`src/rtl/sys_arr_row_feed.sv`:
```
// sys_arr_row_feed: collects one batch of stationary weights, issues them in reverse
// order into the leftmost cell of a systolic row, then forwards data words until data_last.
// Ports: clk/rst_n (async active-low), clk_en global enable, in_word/in_rdy upstream
// handshake, sys_arr_data_feed row input, data_cnt words issued this batch,
// err_type sticky wrong-type flag, busy high unless idle with an empty weight buffer.
package sys_arr_pkg;
  localparam int C_SYS_ARR_SIZE = 4;
  localparam int C_DATA_WDT = 16;
  typedef enum logic [1:0] {TYPE_NONE, TYPE_STAT_WEIGHT, TYPE_DATA, TYPE_CTRL} data_type_t;
  typedef struct packed {
    logic                  data_val;
    logic                  data_last;
    data_type_t            data_type;
    logic [C_DATA_WDT-1:0] data;
  } pipe_data_t;
  localparam pipe_data_t C_PIPE_DATA_RST_VAL = '0;
endpackage

module sys_arr_row_feed
  import sys_arr_pkg::*;
#(
  parameter int N_CELLS = C_SYS_ARR_SIZE,
  parameter int CNT_WDT = 16
) (
  input  logic               clk,
  input  logic               rst_n,
  input  logic               clk_en,
  input  pipe_data_t         in_word,
  output logic               in_rdy,
  output pipe_data_t         sys_arr_data_feed,
  output logic [CNT_WDT-1:0] data_cnt,
  output logic               err_type,
  output logic               busy
);
  localparam int PTR_W = N_CELLS > 1 ? $clog2(N_CELLS) : 1;
  localparam logic [PTR_W-1:0] LAST = PTR_W'(N_CELLS - 1);
  typedef enum logic [1:0] {W_COLLECT, W_ISSUE, DATA} state_t;
  state_t                r_state, w_next;
  logic [PTR_W-1:0]      r_wr_ptr, r_rd_ptr;
  logic [C_DATA_WDT-1:0] r_buf [N_CELLS];
  pipe_data_t            r_feed;
  logic [CNT_WDT-1:0]    r_cnt;
  logic                  r_err;
  logic                  w_acc, w_wt, w_dat, w_bad, w_issue;
  // Ready is purely a function of state and enable, never of the offered word.
  assign in_rdy  = rst_n & clk_en & (r_state != W_ISSUE);
  assign w_acc   = in_word.data_val & in_rdy;
  assign w_wt    = w_acc & (r_state == W_COLLECT) & (in_word.data_type == TYPE_STAT_WEIGHT);
  assign w_dat   = w_acc & (r_state == DATA) & (in_word.data_type == TYPE_DATA);
  assign w_bad   = w_acc & ~w_wt & ~w_dat;
  assign w_issue = clk_en & (r_state == W_ISSUE);
  assign sys_arr_data_feed = r_feed;
  assign data_cnt = r_cnt;
  assign err_type = r_err;
  assign busy = !(r_state == W_COLLECT && r_wr_ptr == '0);
  always_ff @(posedge clk or negedge rst_n)
    if (!rst_n) r_state <= W_COLLECT;
    else r_state <= w_next;
  always_comb begin
    w_next = r_state;
    if (w_wt && r_wr_ptr == LAST) w_next = W_ISSUE;
    if (w_issue && r_rd_ptr == '0) w_next = DATA;
    if (w_dat && in_word.data_last) w_next = W_COLLECT;
  end
  // Buffer holds only payload; type/valid are regenerated at issue time.
  always_ff @(posedge clk)
    if (w_wt) r_buf[r_wr_ptr] <= in_word.data;
  always_ff @(posedge clk or negedge rst_n)
    if (!rst_n) begin
      r_wr_ptr <= '0;
      r_rd_ptr <= '0;
      r_cnt    <= '0;
      r_err    <= 1'b0;
      r_feed   <= C_PIPE_DATA_RST_VAL;
    end else if (clk_en) begin
      r_feed <= C_PIPE_DATA_RST_VAL;
      if (w_wt) begin
        r_wr_ptr <= r_wr_ptr == LAST ? '0 : r_wr_ptr + 1'b1;
        if (r_wr_ptr == LAST) r_rd_ptr <= LAST;
        if (r_wr_ptr == '0) r_cnt <= '0;
      end
      // Reverse order: column N_CELLS-1 must see its weight first as it travels furthest.
      if (w_issue) begin
        r_feed   <= '{data_val: 1'b1, data_last: 1'b0, data_type: TYPE_STAT_WEIGHT, data: r_buf[r_rd_ptr]};
        r_rd_ptr <= r_rd_ptr - 1'b1;
      end
      if (w_dat) begin
        r_feed <= in_word;
        r_cnt  <= &r_cnt ? r_cnt : r_cnt + 1'b1;
      end
      if (w_bad) r_err <= 1'b1;
    end
endmodule

```
`config.mk`:
```
export PLATFORM = sky130hd
export DESIGN_NAME = sys_arr_row_feed
export DESIGN_NICKNAME = d
export VERILOG_FILES = /design/src/rtl/sys_arr_row_feed.sv
export SDC_FILE = /design/constraint.sdc
export NUM_CORES = 1
export LEC_CHECK = 0
export BUFFER_PORTS_ARGS = -buffer_cell sky130_fd_sc_hd__buf_4
export CORE_ASPECT_RATIO = 0.5
export CORE_UTILIZATION = 28
export CTS_BUF_LIST = sky130_fd_sc_hd__clkbuf_4 sky130_fd_sc_hd__clkbuf_8 sky130_fd_sc_hd__clkbuf_16
export DETAILED_ROUTE_END_ITERATION = 16
export SYNTH_ARGS = -nofsm -noshare
export SYNTH_HDL_FRONTEND = slang
export SYNTH_SLANG_ARGS = --single-unit
```
`constraint.sdc`:
```
create_clock -name clk -period 5.7 [get_ports clk]
set_clock_uncertainty 0.1 [all_clocks]
set_input_delay 0.285 -clock clk [delete_from_list [all_inputs] [get_ports clk]]
set_output_delay 0.285 -clock clk [all_outputs]
set_load 0.02 [all_outputs]
```
==> run summary <==
Die ar. - 16800 sq um
Slew HR - 25.4%
Most frequent cells in the layout - 64 x edfxtp_1, 63 x buf_4, 43 x dfrtp_1
Die height - 92.2 um
CP Launch Type - input port
Number of synthesized flops with an enable pin - 64
Critical Path Max Stage Delay - 0.67 ns
Vias in the first global route - 2811
Clock power frac - 34.1%
Critical-path maximum fanout - 46
Fmax - 363 MHz
Crit path cell chain - dlygate4sd3_1 -> buf_4 -> and3_1 -> nand4_1 -> inv_1
CP arrival - 2.64 ns
Final TNS setup - 0 ns
Clock root buffer - clkbuf_16
DP Wirelength - 6240 um
Worst-path clk slew - 0.07 ns
H-tree levels - 3
Sw frac - 27.8%
FP Rows - 32
Initial antenna violation count - 0
Diode count - 0
IO Port Bufs - 61
DRT Pass-1 Iters - 4
Worst Tran Pin Value - 1.12 ns
Int Pwr - 1.45 mW
Filler cells - 1502
Total GRT Usage - 12.1%
WHS - 0.0235 ns
Routability congestion estimate - 0.798
Post-CTS sizing - 0
CP delay by family, top - buffers and inverters
Vias - 2879
Cells after Synth - 306
Proportion of power drawn by combinational gates - 17.0%
Initial core utilization - 29.1%
GRT overflow - 0
Simple-Gate Fraction of Synth Area - 11.1%
Overall die width - 182 um
Seq/Total Area, Yosys - 65.8%
Maximum root-to-sink buffer count - 2
Remaining antenna violation count - 0
Psw - 0.558 mW
IO Count - 62
Layout area overhead - 22.5%
Leak pwr - 2.17 nW
Ys Warns - 0
Fin. max-slew vios - 0
Via-per-instance ratio - 4.86
DRC viols - 0
Top FF cell, synth - edfxtp_1
Layout cell share with drive strength beyond 1 - 28.3%
FFs w/ async S/R, synth - 40.2%
Max-cap violations - 0
First-pass GRT wire length - 15400 um
Sequential power share - 48.9%
CTS tree - done
Critical Path RT - 5.58 ns
Clock Latency Late Sink - 0.35 ns
Post-synthesis mux area share - 8.59%
RSZ-0062 raised after global routing - no
CP endpoint kind - flop
Worst Path Buf+Inv - 3
Clock sinks - 107
Initial DRC count - 190
Main combinational cell family by area after synthesis - simple AND/OR/NAND/NOR gates
Wirelength per Cell - 16.5 um
Pwr Density - 360 nW/um^2
Library cells used by synthesis - 51
Setup CP Type - in -> reg
Yosys reg bits - 107
CP max stage cell - inv_1
CTS Buf Count - 9
Adder-Cell Fraction of Synth Area - 1.65%
Xor/xnor share of the synthesized area - 0%
Post-Route WL - 9780 um
Hold Crit Class - in -> reg
Netlist Area Pre-Place - 4560 sq um
Final non-filler cell total - 592
Placed cells - 575
Largest net degree at the start of global routing - 47
Core area - 15700 sq um
Outcome - completed
Tcrit/Tclk final - 48.4%
Count of final setup violators - 0
Mean post-synth cell area - 14.9 sq um
Complex-gate fraction of the synthesized area - 10.2%
Worst VDD drop - 0.000164 V
Most common cell after layout, fill and taps aside - edfxtp_1
Register-to-register setup slack - 3.42 ns
Final Hold Violating Endpoints - 0
Final nets - 395
Syn_nets - 335
Tmin final - 2.76 ns
==> through the flow <==
step	cell area, sq um	power (mW)	setup slack (ns)	utilization, %
after CTS	5580	2.03	2.86	35.6
after detailed placement	5240	1.34	3.06	33.5
after floorplan	4560	1.19	3.77	-
after global routing	5580	2.09	2.68	35.6
final	5580	2.01	2.94	35.6
after global placement	5240	1.34	3.12	33.5
==> what timing repair did <==
| item | CTS | global route |
|---|---|---|
| hold buffers | 1 | 0 |
| setup buffers | 0 | 0 |
| endpoints found under the hold margin | 43 | 0 |
==> logic make-up after synthesis <==
family / Yosys count
fa+ha+maj: 6
flops: 107
simple gates: 86
compound gates: 58
buf+inv: 30
mux: 19
==> routing by layer <==
layer	track usage (%)	vias up	part of all wire, %
met3	3.26	12	4.6
met2	20.2	65	49
met5	0	-	0
met1	14.9	1471	45
met4	4.62	0	1.3
li1	-	1331	-
==> synth_stat cells (7+ instances only) <==
cell type | n | share of area (%)
edfxtp_1 | 64 | 42
dfrtp_1 | 43 | 24
nor2b_1 | 17 | 2.3
a221o_1 | 16 | 3.5
mux4_2 | 16 | 7.9
inv_1 | 15 | 1.2
nand3_1 | 15 | 1.6
nand2_1 | 13 | 1.1
a31oi_1 | 7 | 0.96
buf_2 | 7 | 0.77
nand4_1 | 7 | 0.96
nor2_1 | 7 | 0.58
==> final timing paths <==
check | from | depth (start not counted) | end
min reg2reg | sys_arr_data_feed[17] | 1 | sys_arr_data_feed[17]
min | in_word[18] | 2 | r_state[1]
max in group asynchronous | rst_n | 2 | sys_arr_data_feed[7]
max | rst_n | 5 | r_buf[0][3]
max reg2reg | r_rd_ptr[0] | 2 | sys_arr_data_feed[12]
min in group asynchronous | rst_n | 2 | sys_arr_data_feed[13]
==> state kept, by name, summed over array words and instances, names as in the netlist <==
name,count
err_type,1
r_state,2
r_rd_ptr,2
data_cnt,16
r_wr_ptr,2
sys_arr_data_feed,20
r_buf,64
==> area by class of cell <==
| type | instances | area (sq um) | share of cell area (%) |
|---|---|---|---|
| repair buffers | 64 | 483 | 8.65 |
| flip-flops and latches | 107 | 3000 | 53.7 |
| clock inverters | 6 | 95.1 | 1.70 |
| inverters | 15 | 56.3 | 1.01 |
| well taps | 221 | 277 | 4.96 |
| clock buffers | 10 | 233 | 4.17 |
| multi-input cells | 169 | 1440 | 25.8 |
==> worst register-to-register path, cell delays in order, from the launching register on <==
cell,delay (ns)
dfrtp_1,1.09
mux4_2,0.64
a221o_1,0.34
==> power groups by stage <==
stage               logic [mW]  registers (mW)  clock network (mW)
CTS                      0.346           0.982               0.701
detailed placement       0.345           0.997                   0
global route             0.373           0.994               0.727
finish                   0.341           0.982               0.685
floorplan                0.184            1.01                   0
global placement         0.342           0.999                   0
Note: power is estimated with default switching activity, not from simulation.
